<file path="config.mk">
export PLATFORM = sky130hd
export DESIGN_NAME = intersection_ctrl
export DESIGN_NICKNAME = d
export VERILOG_FILES = /design/src/rtl/intersection_ctrl.sv
export SDC_FILE = /design/constraint.sdc
export NUM_CORES = 1
export LEC_CHECK = 0
export CORE_AREA = 2 2 39 41
export DETAILED_ROUTE_END_ITERATION = 12
export DIE_AREA = 0 0 41 43
export GPL_TIMING_DRIVEN = 0
export PLACE_DENSITY = 0.72
export SYNTH_ARGS = -nofsm -noshare
export SYNTH_HDL_FRONTEND = slang
export SYNTH_SLANG_ARGS = --single-unit
</file>
<file path="constraint.sdc">
create_clock -name clk -period 2.2 [get_ports clk]
set_clock_uncertainty 0.1 [all_clocks]
set_input_delay 0.22 -clock clk [delete_from_list [all_inputs] [get_ports clk]]
set_output_delay 0.22 -clock clk [all_outputs]
set_load 0.02 [all_outputs]
</file>
<file path="src/rtl/intersection_ctrl.sv">
// intersection_ctrl: two-road traffic-light sequencer.
// A Moore FSM steps through the main-green / side-green / pedestrian phases.
// A 4-bit per-phase timer advances only on the tick timebase. Side-road and
// pedestrian requests are latched until they are served.
module intersection_ctrl #(
    parameter int unsigned MAIN_GREEN = 4,
    parameter int unsigned SIDE_GREEN = 3,
    parameter int unsigned AMBER      = 2,
    parameter int unsigned ALL_RED    = 1,
    parameter int unsigned WALK       = 3
) (
    input  logic       clk,
    input  logic       rst_n,
    input  logic       tick,
    input  logic       side_car,
    input  logic       ped_btn,
    output logic [1:0] light_main,
    output logic [1:0] light_side,
    output logic [3:0] countdown,
    output logic       side_pend,
    output logic       ped_pend
);

    // Light codes shared by both roads
    localparam logic [1:0] LT_RED   = 2'b00;
    localparam logic [1:0] LT_GREEN = 2'b01;
    localparam logic [1:0] LT_AMBER = 2'b10;
    localparam logic [1:0] LT_WALK  = 2'b11;

    // A zero duration would never expire cleanly, so force it to one tick;
    // anything above the 4-bit timer range saturates at 15.
    function automatic logic [3:0] clamp_dur(input int unsigned v);
        logic [3:0] r;
        if (v == 0)
            r = 4'd1;
        else if (v > 15)
            r = 4'd15;
        else
            r = v[3:0];
        return r;
    endfunction

    localparam logic [3:0] T_MAIN_GREEN = clamp_dur(MAIN_GREEN);
    localparam logic [3:0] T_SIDE_GREEN = clamp_dur(SIDE_GREEN);
    localparam logic [3:0] T_AMBER      = clamp_dur(AMBER);
    localparam logic [3:0] T_ALL_RED    = clamp_dur(ALL_RED);
    localparam logic [3:0] T_WALK       = clamp_dur(WALK);

    typedef enum logic [2:0] {
        M_GRN = 3'd0,
        M_AMB = 3'd1,
        RED_A = 3'd2,
        S_GRN = 3'd3,
        S_AMB = 3'd4,
        PED   = 3'd5,
        RED_B = 3'd6
    } state_t;

    state_t     state;
    state_t     state_next;
    logic [3:0] timer;
    logic [3:0] timer_next;
    logic       side_pend_next;
    logic       ped_pend_next;
    logic       enter_s_grn;
    logic       enter_ped;

    // Duration loaded into the timer on entry to a phase
    function automatic logic [3:0] phase_dur(input state_t s);
        logic [3:0] d;
        case (s)
            M_GRN:   d = T_MAIN_GREEN;
            M_AMB:   d = T_AMBER;
            S_AMB:   d = T_AMBER;
            RED_A:   d = T_ALL_RED;
            RED_B:   d = T_ALL_RED;
            S_GRN:   d = T_SIDE_GREEN;
            PED:     d = T_WALK;
            default: d = T_ALL_RED;
        endcase
        return d;
    endfunction

    // State, timer and request latches; reset parks the FSM in the all-red clearance
    always_ff @(posedge clk) begin
        if (!rst_n) begin
            state     <= RED_B;
            timer     <= T_ALL_RED;
            side_pend <= 1'b0;
            ped_pend  <= 1'b0;
        end else begin
            state     <= state_next;
            timer     <= timer_next;
            side_pend <= side_pend_next;
            ped_pend  <= ped_pend_next;
        end
    end

    // Next-state and timer: count down on tick, change phase when the last tick expires
    always_comb begin
        state_next = state;
        timer_next = timer;
        if (tick) begin
            if (timer > 4'd1) begin
                timer_next = timer - 4'd1;
            end else begin
                case (state)
                    M_GRN: begin
                        if (side_pend || ped_pend)
                            state_next = M_AMB;
                        else
                            state_next = M_GRN;
                    end
                    M_AMB:   state_next = RED_A;
                    RED_A:   state_next = ped_pend ? PED : S_GRN;
                    S_GRN:   state_next = S_AMB;
                    S_AMB:   state_next = RED_B;
                    PED:     state_next = RED_B;
                    RED_B:   state_next = M_GRN;
                    default: state_next = RED_B;
                endcase
                // Main green with nothing waiting stays at one tick and re-checks every tick
                if (state == M_GRN && state_next == M_GRN)
                    timer_next = 4'd1;
                else
                    timer_next = phase_dur(state_next);
            end
        end
    end

    // Request latches: any high input cycle sets, entering the serving phase clears (clear wins)
    always_comb begin
        enter_s_grn    = (state_next == S_GRN) && (state != S_GRN);
        enter_ped      = (state_next == PED) && (state != PED);
        side_pend_next = enter_s_grn ? 1'b0 : (side_pend | side_car);
        ped_pend_next  = enter_ped   ? 1'b0 : (ped_pend  | ped_btn);
    end

    // Light decode from the registered state only
    always_comb begin
        light_main = LT_RED;
        light_side = LT_RED;
        case (state)
            M_GRN: light_main = LT_GREEN;
            M_AMB: light_main = LT_AMBER;
            S_GRN: light_side = LT_GREEN;
            S_AMB: light_side = LT_AMBER;
            PED: begin
                light_main = LT_WALK;
                light_side = LT_WALK;
            end
            default: begin
                light_main = LT_RED;
                light_side = LT_RED;
            end
        endcase
    end

    assign countdown = timer;

endmodule

</file>
==> reports/qor.csv, run 1 <==
metric,value,unit
Final setup viols,0,
r2r setup slk,0.46,ns
Initial Utilization,0.417,
"Area growth, synth to finish",31.0,%
Post-Syn Area,577,sq um
H-tree lvl count,1,
PwrDens,1200,nW/um^2
worst hold path class,flop to flop,
area of the multi-input gates,365,sq um
GRT Total Usage,0.194,
total CTS buffers,3,
Worst R2R Path Depth,5,
Skew-Pair Late Insertion Delay,0.26,ns
drt pass-1 iters,4,
fin crit share,0.950,
crit path kind,flop to output port,
vias in the first global route,492,
Pleak,0.000271,uW
cts repair resizes,0,
Hold Crit Depth,2,
Synth Register Bits,9,
cts hold-fix bufs,0,
min-delay src,countdown[3],
register area share after synthesis,0.312,
PortBufs,14,
"Async S/R FF share, synth",0,
maxcap violations,0,
Register Area,180,sq um
Reg-to-Reg Start,countdown[0],
Peak VDD IR,0.548,mV
drt total wl,1.31,mm
core area,1380,sq um
clock tree sinks,9,
# DRC,0,
initial antenna violation count,0,
Chip Width,41,microns
Rel. slew slack,0.687,
outcome,"finished, final reports clean",
postcts setup bufs,0,
global-route wire length before repair,2.29,mm
Synth top cells by count,"dfxtp_1 (9), inv_1 (5), nor2_1 (5), nor2b_1 (5), a21oi_1 (4)",
worst-margin pin slew,0.465,ns
Routed wire per std cell,13.0,microns
Iter 0 DRT Violations,13,
crit path DAT,1.77,ns
fin area,756,sq um
Worst Path Required,1.88,ns
Via density,5.78,
routability congestion estimate,0.796,
Yosys Warn Count,0,
"count leader, synth",dfxtp_1,
R2R Path End,countdown[0],
routed via count,584,
Final Hold Vio Count,0,
height of the die,43,microns
die area,1760,sq um
crit path max fanout,12,
top-area cell type share of the netlist area,0.312,
overall power,906,uW
Fin Setup TNS,0,ns
cell type with the largest total area after synthesis,dfxtp_1,
Final Critical Period,2.09,ns
top post-synthesis cells by area,"dfxtp_1 (31%), nor2b_1 (5.4%), ha_1 (4.3%)",
Fmax,479,MHz
CP endpoint kind,output port,
share of post-route cells with drive strength above 1,0.0824,
Slew Limit Fails,0,
smallest hold slack,0.447,ns
Syn Area/Cell,8.36,sq um
Root Buffer,clkbuf_4,
TritonCTS clock tree,yes,
RSZ-0062 raised after global routing,false,
startpoint type of the worst setup path,flop,
worst-case hold path end point,countdown[3],
filler cell count,134,
largest net degree at the start of global routing,13,
total gr overflow,0,
n_diodes,0,
DP Area,737,sq um
syn nets,76,
Clock transition at path regs,0.06,ns
Post-DP HPWL,958,microns
nets,93,
DRT antenna net count,0,
Post-synth EDFFs,0,
FP Rows,14,
Post-Synthesis Cells,69,
Netlist cell types,34,
Synth Flop Type,dfxtp_1,
CTS max path bufs,2,
# IOs,15,
-- worst max-delay path, cell delays in order (launching register included) --
cell and delay, ns:
dfxtp_1 0.56, nor2b_1 0.22, o21a_1 0.14, clkdlybuf4s50_1 0.59
-- registers in the layout, summed over array words and instances (netlist names) --
register / cells
state: 3
side_pend: 1
ped_pend: 1
countdown: 4
-- through the flow --
step	worst slack [ns]	util	instances
finish	0.111	0.546	101
global route	0.0663	0.546	101
CTS	0.108	0.549	102
detailed placement	0.265	0.533	99
global placement	0.287	0.533	99
floorplan	0.494	-	69
-- area by class of cell --
| class | count | share of cell area |
|---|---|---|
| inverter | 5 | 0.0248 |
| multi-input combinational | 52 | 0.483 |
| sequential | 9 | 0.238 |
| timing repair buffer | 14 | 0.185 |
| buffer | 1 | 0.00662 |
| clock buffer | 4 | 0.0348 |
| tap | 16 | 0.0265 |
-- worst max path at each step --
stage / start / slack, ns / endpoint / depth (start not counted)
after floorplan: countdown[0] / 0.49 / countdown[0] / 5
after global placement: state[2] / 0.29 / light_side[0] / 4
after detailed placement: state[2] / 0.26 / light_side[0] / 4
after CTS: state[0] / 0.11 / light_main[0] / 4
after global routing: state[2] / 0.07 / light_side[0] / 3
final: state[2] / 0.11 / light_side[0] / 3
-- kinds of logic after synthesis --
| kind of cell | share of synthesized area |
|---|---|
| flops | 0.312 |
| xor+xnor | 0.0152 |
| compound gates | 0.319 |
| fa+ha+maj | 0.0434 |
| buf+inv | 0.0542 |
| simple gates | 0.256 |
-- cells in the final DEF (no fill, tap or decap), types with 2 or more instances in the layout --
cell             instances
nor2b_1                  5
o2bb2ai_1                2
clkdlybuf4s50_1         14
clkbuf_4                 3
a21oi_1                  4
or4_1                    2
nor4_1                   2
ha_1                     2
nor2_1                   5
nor3_1                   2
o21ai_0                  3
inv_1                    5
dfxtp_1                  9
or3_1                    3
o21bai_1                 2
a2111oi_0                2
-- where the power goes --
part	switching, uW	total, uW	internal [uW]
logic	263	483	220
registers	82.6	296	214
clock network	56.5	126	69.8
total	402	906	504
-- per-layer routing --
layer  track usage  vias up  part of all wire
li1              -      296                 -
met1         0.283      273              0.49
met2         0.244       13              0.45
met3        0.0942        2             0.045
met4        0.0600        0             0.011
met5             0        -                 0
No activity file was read; power rests on OpenSTA's default activity.
==> inputs of run 2 (changes only) <==
CTS_CLUSTER_DIAMETER = 60   (was unset)
clock period = 2.1 ns   (was 2.2 ns; I/O delays follow)
==> run 2 against run 1 <==
Net effect: global-route usage unchanged; via count stayed put; clock power increased by 5%; routed wire length is the same; sequential share of layout area is 0.13 points higher; total power rose by 5.0%; first-iteration DRC count stayed put; combinational power is 4.8% higher; core utilization is 0.090 points higher; critical endpoint unchanged; highest routed layer unchanged.
==> reports/qor.csv, run 2 (synthesized netlist as in run 1, its figures left out) <==
metric,value,unit
outcome,"finished, final reports clean",
Root Buffer,clkbuf_4,
Clock transition at path regs,0.06,ns
Pleak,0.000271,uW
"Buf+Inv Stages, Crit Path",3,
global-route wire length before repair,2.29,mm
Routed wire per std cell,13.0,microns
Initial Utilization,0.417,
CP endpoint kind,output port,
PortBufs,14,
crit-path cells,buf_2 > inv_1 > nor2_1 > o21a_1 > clkdlybuf4s50_1,
Iter 0 DRT Violations,13,
largest net degree at the start of global routing,13,
"Area growth, synth to finish",31.2,%
DP Area,737,sq um
Critical Path Max Stage Delay,0.59,ns
routed via count,584,
Fin Setup TNS,0,ns
top layer in use,met4,
Skew-Pair Late Insertion Delay,0.26,ns
drt total wl,1.31,mm
crit path DAT,1.65,ns
total CTS buffers,3,
fin area,757,sq um
slowest cell on the critical path,clkdlybuf4s50_1,
"most common cell after layout, fill and taps aside",clkdlybuf4s50_1,
fin crit share,0.934,
PwrDens,1260,nW/um^2
crit path kind,flop to output port,
worst-margin pin slew,0.465,ns
crit path from,state[1],
met2 WL,589,microns
DRT antenna net count,0,
filler cell count,134,
startpoint type of the worst setup path,flop,
Post-DP HPWL,958,microns
routability congestion estimate,0.796,
RSZ-0062 raised after global routing,false,
core area,1380,sq um
pre-CTS WS,0.175,ns
Rel. slew slack,0.687,
Final Critical Period,1.96,ns
Reg-to-Reg Start,countdown[0],
number of cells after detailed placement,99,
Via density,5.78,
crit path max fanout,10,
maxcap violations,0,
n_diodes,0,
Fmax,510,MHz
TritonCTS clock tree,yes,
Register Area,181,sq um
worst hold path class,flop to flop,
initial antenna violation count,0,
share of post-route cells with drive strength above 1,0.0941,
Final Hold Vio Count,0,
height of the die,43,microns
total gr overflow,0,
H-tree lvl count,1,
Crit path max-delay family,buffers and inverters,
die area,1760,sq um
# DRC,0,
"commonest cells after routing, fill and taps aside","clkdlybuf4s50_1 (14), dfxtp_1 (8), inv_1 (5), nor2b_1 (5), nor2_1 (5)",
max reg flops,4,
GRT Total Usage,0.194,
Chip Width,41,microns
FP Rows,14,
Met3 Wirelength,59,microns
WL met1,648,microns
smallest hold slack,0.447,ns
post-route insts no fill,101,
clock tree sinks,9,
# IOs,15,
vias in the first global route,492,
Peak VDD IR,0.574,mV
Final setup viols,0,
Worst Path Required,1.79,ns
postcts setup bufs,0,
drt pass-1 iters,4,
post-route setup slack,0.138,ns
nets,93,
CTS max path bufs,2,
cts hold-fix bufs,0,
min-delay src,countdown[3],
area of the multi-input gates,365,sq um
Slew Limit Fails,0,
run 2: final cells by class:
cell class	count	area share
Multi-Input combinational cell	52	0.483
Sequential cell	9	0.240
Timing Repair Buffer	14	0.185
Clock buffer	4	0.0347
Tap cell	16	0.0264
Inverter	5	0.0248
Buffer	1	0.00661
run 2: power breakdown:
group / switching (uW) / internal [uW] / total, uW
logic: 276 / 231 / 506
registers: 86.6 / 226 / 313
clock network: 59.2 / 73.1 / 132
total: 421 / 530 / 952
run 2: worst paths after layout:
kind	slack, ns	depth (start not counted)	end
worst max-delay path	0.14	5	light_side[0]
worst min-delay path	0.45	2	countdown[3]
worst max register to register	0.36	5	countdown[0]
worst min register to register	0.45	2	countdown[3]
run 2: tightest hold or removal path: cells and delay by family (launching register included):
kind / cells / cell delay [ns]
compound gates: 2 / 0.16
flops: 1 / 0.35
run 2: repair_timing:
action                                  4_1_cts  5_1_grt
endpoints found under the setup margin        2        2
resized for setup                             0        1
cloned                                        0        0
run 2: metrics by stage:
stage	total power, uW	utilization
2_1_floorplan	648	-
3_3_place_gp	817	0.533
3_5_place_dp	823	0.533
4_1_cts	953	0.549
5_1_grt	1040	0.547
6_report	952	0.547
run 2: per-layer routing:
| metal | track usage | up-vias |
|---|---|---|
| met4 | 0.0600 | 0 |
| met1 | 0.283 | 273 |
| met3 | 0.0942 | 2 |
| met2 | 0.244 | 13 |
| li1 | - | 296 |
| met5 | 0 | - |
==> RTL change (flow settings as in run 1) <==
Encoding of `state_t`: now one-hot (7 bits for 7 states).
--- a/src/rtl/intersection_ctrl.sv
+++ b/src/rtl/intersection_ctrl.sv
@@ -46,14 +46,14 @@
     localparam logic [3:0] T_ALL_RED    = clamp_dur(ALL_RED);
     localparam logic [3:0] T_WALK       = clamp_dur(WALK);
 
-    typedef enum logic [2:0] {
-        M_GRN = 3'd0,
-        M_AMB = 3'd1,
-        RED_A = 3'd2,
-        S_GRN = 3'd3,
-        S_AMB = 3'd4,
-        PED   = 3'd5,
-        RED_B = 3'd6
+    typedef enum logic [6:0] {
+        M_GRN = 7'b0000001,
+        M_AMB = 7'b0000010,
+        RED_A = 7'b0000100,
+        S_GRN = 7'b0001000,
+        S_AMB = 7'b0010000,
+        PED   = 7'b0100000,
+        RED_B = 7'b1000000
     } state_t;
 
     state_t     state;
Behaviour: same outputs for any inputs over 10 cycles, from zero or initial values and one cycle with rst_n low; not proved beyond that.
==> RTL change against run 1 <==
Die area unchanged. Cell area grew 35%. Global-route usage is 5.3 points higher. Routed wire length is 39% higher. Worst setup slack gained 2.4 ps. Power decreased by 4.1%. Non-clock buffer count rose by 6. Sequential cell count rose by 4. Synthesized area grew 43%. Largest power group unchanged. Highest routed layer unchanged.
==> RTL change: results (changes against run 1) <==
| Metric | Value |
|---|---|
| Status | `complete, no violations (unchanged)` |
| Leak | `0.3896 nW (was 0.2711 nW)` |
| Met3 Use GR | `3.665% (was 9.424%)` |
| Worst-Skew Late Latency | `290 ps (was 260 ps)` |
| Ys flop type | `dfxtp_1 (unchanged)` |
| Via count | `807 (was 584)` |
| CP top delay family | `buffers and inverters (unchanged)` |
| HPWL Detailed | `1333 um (was 957.7 um)` |
| First-pass GRT wire length | `2904 um (was 2290 um)` |
| VDD IR max | `0.4632 mV (was 0.5482 mV)` |
| Placer congestion estimate | `0.8725 (was 0.7960)` |
| Min-Delay Path Class | `input pin to flip-flop (was flip-flop to flip-flop)` |
| Delay of the slowest cell on the worst path | `370 ps (was 590 ps)` |
| Sequential share of the synthesized area | `31.61% (was 31.24%)` |
| Initial DRC count | `7 (was 13)` |
| Synth Area in Compound Gates | `20.97% (was 31.89%)` |
| CP max FO | `9 (was 12)` |
| Area Growth Syn to Fin | `24.16% (was 31.02%)` |
| DR WL/cell | `13.02 um (was 12.98 um)` |
| Max FFs per register | `7 (was 4)` |
| Slowest CP cell | `nor4_4 (was clkdlybuf4s50_1)` |
| Nets@finish | `132 (was 93)` |
| Cts bufs inserted | `3 (unchanged)` |
| Initial DRT Pass Iterations | `4 (unchanged)` |
| Synth unique cells | `35 (was 34)` |
| GRT met2 Usage | `36.56% (was 24.38%)` |
| Slew headroom | `67.22% (was 68.74%)` |
| Placed instance area | `983.4 um^2 (was 737.0 um^2)` |
| Syn_nets | `115 (was 76)` |
| Switching Share | `40.43% (was 44.39%)` |
| Xor/xnor share of the synthesized area | `5.319% (was 1.518%)` |
| Commonest cells post-synth | `13 x dfxtp_1, 11 x nand2_1, 11 x nor2_1 (was 9 x dfxtp_1, 5 x inv_1, 5 x nor2_1, 5 x nor2b_1, 4 x a21oi_1)` |
| GRT Total Usage | `24.72% (was 19.38%)` |
| Share of layout cells above drive strength 1 | `11.29% (was 8.235%)` |
| Clk pin slew, worst setup/hold paths | `80 ps (was 60 ps)` |
| Routing usage on met1 | `31.70% (was 28.30%)` |
| Largest cells by area after synthesis | `dfxtp_1 32%, a21boi_0 5.5%, nand2_1 5.0%, nor2_1 5.0%, clkbuf_1 3.6% (was dfxtp_1 31%, nor2b_1 5.4%, ha_1 4.3%, a21oi_1 3.5%, inv_1 3.3%)` |
| Number of global-route vias before repair | `680 (was 492)` |
| Synth Area in Adders | `3.040% (was 4.338%)` |
| Largest net degree at the start of global routing | `11 (was 13)` |
| IO buf count | `14 (unchanged)` |
-- RTL change: cell types whose count changed after synthesis, moves of 3 or more --
cell / run 1 / this run
nand2_1: 0 / 11
clkbuf_1: 2 / 8
nor2_1: 5 / 11
a21boi_0: 1 / 6
dfxtp_1: 9 / 13
nor2b_1: 5 / 1
nor3_1: 2 / 5
xnor2_1: 0 / 3
-- RTL change: path summary, 6_finish.rpt --
kind	start	endpoint	slack, ps	cells past startpoint
worst max-delay path	state[1]	light_side[0]	110	5
worst min-delay path	side_car	side_pend	430	2
worst max register to register	countdown[0]	state[1]	150	7
worst min register to register	countdown[3]	countdown[3]	460	2
-- RTL change: metal layers --
metal,vias up,wire (um)
met5,-,0
li1,413,-
met1,361,836
met2,28,851
met3,5,87
met4,0,48
-- RTL change: timing repair --
| action | in CTS | in global routing |
|---|---|---|
| endpoints found under the setup margin | 4 | 2 |
| endpoints found under the hold margin | 0 | 0 |
| resized for setup | 5 | 5 |
-- RTL change: layout make-up --
type,instances,area [um^2]
fill,120,361.6
sequential,13,262.8
tap,16,20.02
multi-input combinational,83,528.0
timing repair buffer,14,140.1
clock buffer,4,26.28
buffer,7,33.78
inverter,3,11.26
-- RTL change: power groups by stage --
stage | Combinational [mW] | Clock [mW] | Sequential, mW
floorplan | 0.252 | 0 | 0.329
global placement | 0.383 | 0 | 0.307
detailed placement | 0.391 | 0 | 0.309
CTS | 0.383 | 0.165 | 0.319
global route | 0.426 | 0.167 | 0.330
finish | 0.383 | 0.163 | 0.323
-- RTL change: metrics by stage --
stage,TNS [ps],worst slack (ps),std cells,hold slack (ps)
detailed placement,-105.4,-105.4,138,451.0
CTS,0,7.957,140,435.4
global route,0,11.61,140,467.5
floorplan,0,228.6,108,220.2
global placement,-99.80,-99.80,138,431.9
finish,0,113.3,140,433.4
